## src/rtl/payload_tx_framer.sv

```systemverilog
// Drains LEN bytes from the payload FIFO and emits them toward the UART TX as
// a frame: SOF, STATUS, LEN_HI, LEN_LO, payload..., XOR checksum.
module payload_tx_framer #(
    parameter int          MAX_LEN  = 256,
    parameter logic [7:0]  SOF_BYTE = 8'hA5
) (
    input  logic       clk,
    input  logic       rst,
    input  logic       start,
    input  logic [8:0] len,
    input  logic [7:0] status,
    output logic       busy,
    output logic       done,
    output logic       len_err,
    output logic       fifo_rd_en,
    input  logic [7:0] fifo_rd_data,
    input  logic       fifo_empty,
    output logic       tx_valid,
    output logic [7:0] tx_data,
    input  logic       tx_ready
);

    localparam logic [8:0] MAX_LEN_W = 9'(MAX_LEN);

    typedef enum logic [3:0] {
        S_IDLE, S_SOF, S_STAT, S_LENH, S_LENL,
        S_FETCH, S_WAIT, S_DATA, S_CSUM, S_FIN
    } state_t;

    state_t     state_reg, state_next;
    logic [7:0] status_reg, status_next;
    logic [8:0] eff_len_reg, eff_len_next;
    logic [8:0] remaining_reg, remaining_next;
    logic [7:0] csum_reg, csum_next;
    logic [7:0] data_reg, data_next;
    logic       len_err_reg, len_err_next;

    always_ff @(posedge clk or negedge rst) begin
        if (!rst) begin
            state_reg     <= S_IDLE;
            status_reg    <= 8'h00;
            eff_len_reg   <= 9'd0;
            remaining_reg <= 9'd0;
            csum_reg      <= 8'h00;
            data_reg      <= 8'h00;
            len_err_reg   <= 1'b0;
        end else begin
            state_reg     <= state_next;
            status_reg    <= status_next;
            eff_len_reg   <= eff_len_next;
            remaining_reg <= remaining_next;
            csum_reg      <= csum_next;
            data_reg      <= data_next;
            len_err_reg   <= len_err_next;
        end
    end

    // Outputs are decoded from the registered state, so tx_data cannot move
    // while a byte is waiting for tx_ready.
    always_comb begin
        state_next     = state_reg;
        status_next    = status_reg;
        eff_len_next   = eff_len_reg;
        remaining_next = remaining_reg;
        csum_next      = csum_reg;
        data_next      = data_reg;
        len_err_next   = len_err_reg;
        busy           = 1'b0;
        done           = 1'b0;
        fifo_rd_en     = 1'b0;
        tx_valid       = 1'b0;
        tx_data        = 8'h00;

        case (state_reg)
            S_IDLE: begin
                if (start) begin
                    status_next  = status;
                    eff_len_next = (len > MAX_LEN_W) ? MAX_LEN_W : len;
                    len_err_next = (len > MAX_LEN_W);
                    csum_next    = 8'h00;
                    state_next   = S_SOF;
                end
            end
            S_SOF: begin
                busy     = 1'b1;
                tx_valid = 1'b1;
                tx_data  = SOF_BYTE;
                if (tx_ready) state_next = S_STAT;
            end
            S_STAT: begin
                busy     = 1'b1;
                tx_valid = 1'b1;
                tx_data  = status_reg;
                if (tx_ready) begin
                    csum_next  = csum_reg ^ status_reg;
                    state_next = S_LENH;
                end
            end
            S_LENH: begin
                busy     = 1'b1;
                tx_valid = 1'b1;
                tx_data  = {7'b0, eff_len_reg[8]};
                if (tx_ready) begin
                    csum_next  = csum_reg ^ {7'b0, eff_len_reg[8]};
                    state_next = S_LENL;
                end
            end
            S_LENL: begin
                busy     = 1'b1;
                tx_valid = 1'b1;
                tx_data  = eff_len_reg[7:0];
                if (tx_ready) begin
                    csum_next      = csum_reg ^ eff_len_reg[7:0];
                    remaining_next = eff_len_reg;
                    state_next     = (eff_len_reg != 9'd0) ? S_FETCH : S_CSUM;
                end
            end
            S_FETCH: begin
                busy = 1'b1;
                if (!fifo_empty) begin
                    fifo_rd_en = 1'b1;
                    state_next = S_WAIT;
                end
            end
            S_WAIT: begin
                // FIFO read data lands one cycle after the pop.
                busy       = 1'b1;
                data_next  = fifo_rd_data;
                state_next = S_DATA;
            end
            S_DATA: begin
                busy     = 1'b1;
                tx_valid = 1'b1;
                tx_data  = data_reg;
                if (tx_ready) begin
                    csum_next      = csum_reg ^ data_reg;
                    remaining_next = remaining_reg - 9'd1;
                    state_next     = (remaining_reg != 9'd1) ? S_FETCH : S_CSUM;
                end
            end
            S_CSUM: begin
                busy     = 1'b1;
                tx_valid = 1'b1;
                tx_data  = csum_reg;
                if (tx_ready) state_next = S_FIN;
            end
            S_FIN: begin
                done       = 1'b1;
                state_next = S_IDLE;
            end
            default: state_next = S_IDLE;
        endcase
    end

    assign len_err = len_err_reg;

endmodule

```

## config.mk

```make
export PLATFORM = sky130hd
export DESIGN_NAME = payload_tx_framer
export DESIGN_NICKNAME = d
export VERILOG_FILES = /design/src/rtl/payload_tx_framer.sv
export SDC_FILE = /design/constraint.sdc
export NUM_CORES = 1
export LEC_CHECK = 0
export CAP_MARGIN = 20
export CORE_MARGIN = 2
export CORE_UTILIZATION = 58
export DETAILED_ROUTE_END_ITERATION = 16
export PLACE_DENSITY = 0.85
export REMOVE_ABC_BUFFERS = 1
export SLEW_MARGIN = 20
export SYNTH_ARGS = -nofsm -noshare
export SYNTH_HDL_FRONTEND = slang
export SYNTH_SLANG_ARGS = --single-unit
```

## constraint.sdc

```tcl
create_clock -name clk -period 3.99 [get_ports clk]
set_clock_uncertainty 0.2 [all_clocks]
set_input_delay 0.798 -clock clk [delete_from_list [all_inputs] [get_ports clk]]
set_output_delay 0.798 -clock clk [all_outputs]
set_load 0.01 [all_outputs]
```

* Word level (Yosys, flattened, before mapping)
Cells that the tools add are included.
** Word-level totals
- ROM bits :: 0
- Bits in registers :: 47
- Input port bits :: 30
- Memories :: 0
- Word-level logic and storage cells :: 68
- Memory bits (writable) :: 0
- Bits in latches :: 0
** Operators by class
- Divide/modulo/power cells :: 0
- Mux-type cells :: 27
- Magnitude comparators :: 1
- Add/subtract/negate cells :: 1
- Bitwise operators :: 4
- $mul :: 0
- Eq/ne operators :: 18
- Shift-type cells :: 0
- Reductions and logical operators :: 10
** Operators by type and width (count)
- $pmux W8 S6 :: 1
- $mux W4 :: 10
- $mux W8 :: 5
- $pmux W8 S5 :: 1
- $pmux W4 S9 :: 1
- $mux W9 :: 3
- $xor A8 B8 Y8 :: 3
- $pmux W9 S2 :: 1
- $eq A4 B3 Y1 const B :: 4
- $ne A2 B2 Y1 const B :: 8
- $gt A9 B9 Y1 const B :: 1
- $ne A9 B1 Y1 const B :: 1
- $reduce_bool A9 Y1 :: 1
- $sub A9 B1 Y9 const B :: 1
- $eq A4 B2 Y1 const B :: 2
- $eq A4 B4 Y1 const B :: 2
- $reduce_and A8 Y1 :: 1
- $reduce_or A8 Y1 :: 1
- $xor A8 B1 Y8 :: 1
- $reduce_and A6 Y1 :: 1
- $reduce_or A6 Y1 :: 1
- $mux W1 :: 5
- $reduce_bool A5 Y1 :: 1
- $eq A4 B1 Y1 const B :: 1
- 4 further kinds :: 4

* Logic depth before layout (Yosys ltp)
- Depth in word-level cells :: 4
- Mapped depth :: 8
- Mapped depth without buffers :: 7

* Worst setup path after synthesis
Ideal clock, no wire load.
- Kind :: reg2out
- Start point :: reg state_reg[1]
- End point :: out tx_data[2]
- Path slack :: 1.401 ns
- Path buffers :: 2
- Data required time :: 2.992 ns
- Data arrival time :: 1.591 ns
- Cell stages (with the launch flop) :: 7
- Cells stage by stage :: dfrtp_1 > buf_2 > nor3_1 > and2_1 > clkbuf_1 > a22oi_1 > nand3_1
** On the way
- Cells in the longest elaborated chain, start to end :: 2
- Elaborated cells between the ends (all ways) :: 7
** RTL lines
- start: declaration :: RTL line 30 : state_t state_reg, state_next;
- start signal: assignment :: RTL line 48 : state_reg <= state_next;
- $eq A4 B4 Y1 (tied with other cells) :: RTL line 74 : case (state_reg)
- $pmux W8 S6 (*) :: RTL line 74
- end: declaration :: RTL line 19 : output logic [7:0] tx_data,
Every way passes the cells marked *; elsewhere a longest branch is shown, timed or not.

* Worst setup path after layout
- Start point :: reg state_reg[0]
- End point :: out tx_data[1]
The elaborated chain is that of the path after synthesis.

==> impl_metrics.prom <==
# TYPE chip_impl_metric gauge
chip_impl_info{name="outcome",value="complete, no violations"} 1
chip_impl_metric{name="gp_congestion",unit=""} 0.829
chip_impl_metric{name="post_synth_mux_area_share",unit=""} 0.0766
chip_impl_metric{name="gate_count_post_synth",unit=""} 300
chip_impl_metric{name="globalRouteTotalUtil",unit=""} 0.263
chip_impl_metric{name="chipWidth",unit="µm"} 73.2
chip_impl_metric{name="drv_slew",unit=""} 0
chip_impl_info{name="combinational_family_with_the_most_area_after_synthesis",value="compound AO/OA/AOI/OAI gates"} 1
chip_impl_metric{name="antennaDiodeCount",unit=""} 0
chip_impl_metric{name="totalWireLength",unit="µm"} 6500
chip_impl_metric{name="dpl.hpwl",unit="µm"} 4530
chip_impl_metric{name="ant_nets",unit=""} 0
chip_impl_metric{name="grt_max_degree",unit=""} 48
chip_impl_metric{name="cts-hold-fix-buffers",unit=""} 0
chip_impl_metric{name="initial_core_util",unit=""} 0.595
chip_impl_metric{name="cellInternalPower",unit="µW"} 1480
chip_impl_metric{name="number_of_antenna_violations_at_the_first_check_in_global_routing",unit=""} 0
chip_impl_metric{name="die-area",unit="µm²"} 5350
chip_impl_metric{name="timing.final.setup_violations",unit=""} 0
chip_impl_metric{name="postSynthRegisterBits",unit=""} 47
chip_impl_metric{name="number_of_nets_in_the_finished_design",unit=""} 367
chip_impl_metric{name="cts_buffers",unit=""} 5
chip_impl_metric{name="power.share.switching",unit=""} 0.425
chip_impl_metric{name="required_time_of_the_critical_path",unit="ns"} 2.99
chip_impl_info{name="setup.worst_path.start_class",value="flip-flop"} 1
chip_impl_metric{name="async_reset_ff_frac",unit=""} 1.00
chip_impl_metric{name="yosys.cell_types.count",unit=""} 45
chip_impl_metric{name="synth-adder-area-share",unit=""} 0.00902
chip_impl_metric{name="design_power_total",unit="µW"} 2580
chip_impl_info{name="min_path_type",value="input port to async pin"} 1
chip_impl_metric{name="grt_first_pass_wirelength",unit="µm"} 10900
chip_impl_metric{name="instances_no_fill",unit=""} 390
chip_impl_metric{name="post_dr_wirelength_cell",unit="µm"} 16.7
chip_impl_info{name="worst_setup_path_endpoint",value="tx_data[1]"} 1
chip_impl_info{name="criticalPathCategory",value="flip-flop to primary output"} 1
chip_impl_metric{name="synth_seq_area_share",unit=""} 0.424
chip_impl_metric{name="synth_xor_xnor_area_share",unit=""} 0.00947
chip_impl_metric{name="worst-path-max-fanout",unit=""} 21
chip_impl_metric{name="slew_headroom",unit=""} 0.472
chip_impl_metric{name="max-clock-path-buffers",unit=""} 2
chip_impl_metric{name="detail_route.first_pass.iterations",unit=""} 5
chip_impl_metric{name="final_min_period",unit="ns"} 3.70
chip_impl_metric{name="data_arrival_time_of_the_worst_path",unit="ns"} 2.71
chip_impl_metric{name="grt_pass1_vias",unit=""} 2293
chip_impl_metric{name="number_of_rows_in_the_core_area",unit=""} 25
chip_impl_metric{name="leakagePower",unit="µW"} 0.00134
chip_impl_metric{name="synth_simple_gate_area_share",unit=""} 0.202
chip_impl_info{name="cts_root_buf",value="sky130_fd_sc_hd__clkbuf_8"} 1
chip_impl_info{name="crit-reg2reg-launch",value="state_reg[2]$_DFFE_PN0P_"} 1
chip_impl_metric{name="period_share",unit=""} 0.928
chip_impl_metric{name="finalHoldViolCount",unit=""} 0
chip_impl_metric{name="post_synth_instance_area",unit="µm²"} 2780
chip_impl_info{name="rsz0062_at_grt",value="false"} 1
chip_impl_metric{name="area_growth",unit="%"} 19.2
chip_impl_metric{name="compound_gate_portion_of_the_synthesized_area",unit=""} 0.230
chip_impl_metric{name="layout.core_utilization",unit=""} 0.710
chip_impl_metric{name="r2r_slack",unit="ns"} 1.42
chip_impl_metric{name="power_switching",unit="µW"} 1100
chip_impl_metric{name="syn_area_per_cell",unit="µm²"} 9.25
chip_impl_metric{name="synth_enable_flop_cells",unit=""} 0
chip_impl_metric{name="reg2regPathDepth",unit=""} 6
chip_impl_metric{name="grt_remaining_overflow",unit=""} 0
chip_impl_metric{name="num_io_pins",unit=""} 43
chip_impl_metric{name="p_seq_frac",unit=""} 0.363
chip_impl_metric{name="viasPerCell",unit=""} 6.28
chip_impl_metric{name="clock_power_share",unit=""} 0.126
chip_impl_metric{name="fin_tns_setup",unit="ns"} 0
chip_impl_info{name="crit_path_start",value="state_reg[0]$_DFFE_PN0P_"} 1
chip_impl_metric{name="post_cts_buffers",unit=""} 0
chip_impl_metric{name="cap_violations",unit=""} 0
chip_impl_metric{name="drive_gt1_frac",unit=""} 0.107
chip_impl_metric{name="dp.cells",unit=""} 382
chip_impl_info{name="ys.flop_type",value="sky130_fd_sc_hd__dfrtp_1"} 1
chip_impl_info{name="endpoint_kind",value="primary output"} 1
chip_impl_metric{name="core-area",unit="µm²"} 4660
chip_impl_metric{name="combinationalPowerShare",unit=""} 0.511
chip_impl_metric{name="h-tree-depth",unit=""} 2
chip_impl_info{name="tritoncts",value="yes"} 1
chip_impl_metric{name="insertion_delay",unit="ns"} 0.30
chip_impl_metric{name="synth.yosys.warnings",unit=""} 0
chip_impl_metric{name="power_per_cell_area",unit="nW/µm²"} 780
chip_impl_metric{name="vias",unit=""} 2450
chip_impl_metric{name="clk_pin_slew_worst_paths",unit="ns"} 0.09
chip_impl_info{name="final_common_cell",value="sky130_fd_sc_hd__dfrtp_1"} 1
chip_impl_metric{name="maxClockFrequency",unit="GHz"} 0.270
chip_impl_info{name="final_cell_mix",value="47 x sky130_fd_sc_hd__dfrtp_1, 41 x sky130_fd_sc_hd__clkdlybuf4s50_1, 30 x sky130_fd_sc_hd__o21ai_0, 20 x sky130_fd_sc_hd__nand2_1, 18 x sky130_fd_sc_hd__mux2_2"} 1
chip_impl_metric{name="buffer_ports.inserted",unit=""} 42
chip_impl_metric{name="slew_worst_pin",unit="ns"} 0.790
chip_impl_metric{name="fp.dieH",unit="µm"} 73.2
chip_impl_info{name="r2r_end",value="csum_reg[4]$_DFFE_PN0P_"} 1
chip_impl_metric{name="post_cts_resize_count",unit=""} 0
chip_impl_metric{name="irDropWorstVdd",unit="mV"} 0.427
chip_impl_metric{name="drt_first_iter_violations",unit=""} 233
chip_impl_metric{name="route.detailed.drc",unit=""} 0
chip_impl_metric{name="clock_sinks",unit=""} 47
==> metal layers <==
| layer | share of wire | routed length (µm) | GRT usage | up-vias |
|---|---|---|---|---|
| met3 | 0.053 | 347 | 0.0456 | 11 |
| met1 | 0.44 | 2850 | 0.366 | 1198 |
| met4 | 0.016 | 105 | 0.0905 | 0 |
| met5 | 0 | 0 | 0 | - |
| met2 | 0.49 | 3200 | 0.415 | 79 |
| li1 | - | - | - | 1162 |
==> final cells by class <==
type,instances,area [µm²]
flip-flops and latches,47,1180
well taps,54,67.6
inverters,15,56.3
fillers,359,1350
clock inverters,1,7.51
repair buffers,45,440
clock buffers,7,96.3
multi-input cells,221,1460
==> cell usage after synthesis, types with 3 or more instances <==
| library cell | number | area share |
|---|---|---|
| sky130_fd_sc_hd__nand2b_1 | 14 | 0.032 |
| sky130_fd_sc_hd__and4b_1 | 3 | 0.011 |
| sky130_fd_sc_hd__nor2_1 | 17 | 0.023 |
| sky130_fd_sc_hd__or4_1 | 4 | 0.011 |
| sky130_fd_sc_hd__clkbuf_1 | 9 | 0.012 |
| sky130_fd_sc_hd__nand3_1 | 9 | 0.016 |
| sky130_fd_sc_hd__o21a_1 | 8 | 0.022 |
| sky130_fd_sc_hd__a22oi_1 | 15 | 0.041 |
| sky130_fd_sc_hd__mux2_2 | 18 | 0.073 |
| sky130_fd_sc_hd__nand2_1 | 20 | 0.027 |
| sky130_fd_sc_hd__nor3b_1 | 3 | 0.0081 |
| sky130_fd_sc_hd__dfrtp_1 | 47 | 0.42 |
| sky130_fd_sc_hd__a31oi_1 | 10 | 0.023 |
| sky130_fd_sc_hd__nor4_1 | 5 | 0.011 |
| sky130_fd_sc_hd__o21ai_0 | 30 | 0.054 |
| sky130_fd_sc_hd__a21boi_0 | 9 | 0.024 |
| sky130_fd_sc_hd__a21oi_1 | 14 | 0.025 |
| sky130_fd_sc_hd__o22a_1 | 3 | 0.0095 |
| sky130_fd_sc_hd__inv_1 | 15 | 0.020 |
| sky130_fd_sc_hd__nor3_1 | 7 | 0.013 |
| sky130_fd_sc_hd__buf_2 | 6 | 0.011 |
| sky130_fd_sc_hd__o22ai_1 | 4 | 0.0090 |
==> critical path: stages (launching register included) <==
cell and delay [ns]:
sky130_fd_sc_hd__dfrtp_1 0.62, sky130_fd_sc_hd__nor3_1 0.55, sky130_fd_sc_hd__and2_1 0.40, sky130_fd_sc_hd__a22oi_1 0.16
sky130_fd_sc_hd__nand2_1 0.13, sky130_fd_sc_hd__clkdlybuf4s50_1 0.54
==> power groups by stage <==
stage | Combinational [µW] | Clock [µW] | Sequential [µW]
2_1_floorplan | 900 | 0 | 873
3_3_place_gp | 1260 | 0 | 928
3_5_place_dp | 1300 | 0 | 937
4_1_cts | 1320 | 327 | 929
5_1_grt | 1450 | 347 | 970
6_report | 1320 | 324 | 937
==> kinds of logic after synthesis <==
family                   after synthesis
AO/OA/AOI/OAI                         99
XOR/XNOR                               3
adder cells (fa/ha/maj)                2
buffers and inverters                 32
flip-flops                            47
multiplexers                          19
AND/OR/NAND/NOR                       98
==> worst min path at each step <==
stage                     slack (ns)  cells after the start                   endpoint                     from
final                           0.28                      1  status_reg[3]$_DFFE_PN0P_                      rst
after global routing            0.32                      2        len_err$_DFFE_PN0P_      len_err$_DFFE_PN0P_
after CTS                       0.29                      2        len_err$_DFFE_PN0P_      len_err$_DFFE_PN0P_
after detailed placement        0.27                      2        len_err$_DFFE_PN0P_      len_err$_DFFE_PN0P_
after global placement          0.27                      2        len_err$_DFFE_PN0P_      len_err$_DFFE_PN0P_
after floorplan                 0.28                      1    data_reg[1]$_DFFE_PN0P_  data_reg[1]$_DFFE_PN0P_
==> metrics by stage <==
step	setup WS (ns)	cell area, µm²	hold slack, ns
global placement	0.749	3200	0.266
global route	0.124	3310	0.324
floorplan	1.45	2700	0.281
CTS	0.302	3310	0.290
finish	0.286	3310	0.284
detailed placement	0.654	3200	0.271
Note: power is estimated with default switching activity, not from simulation.
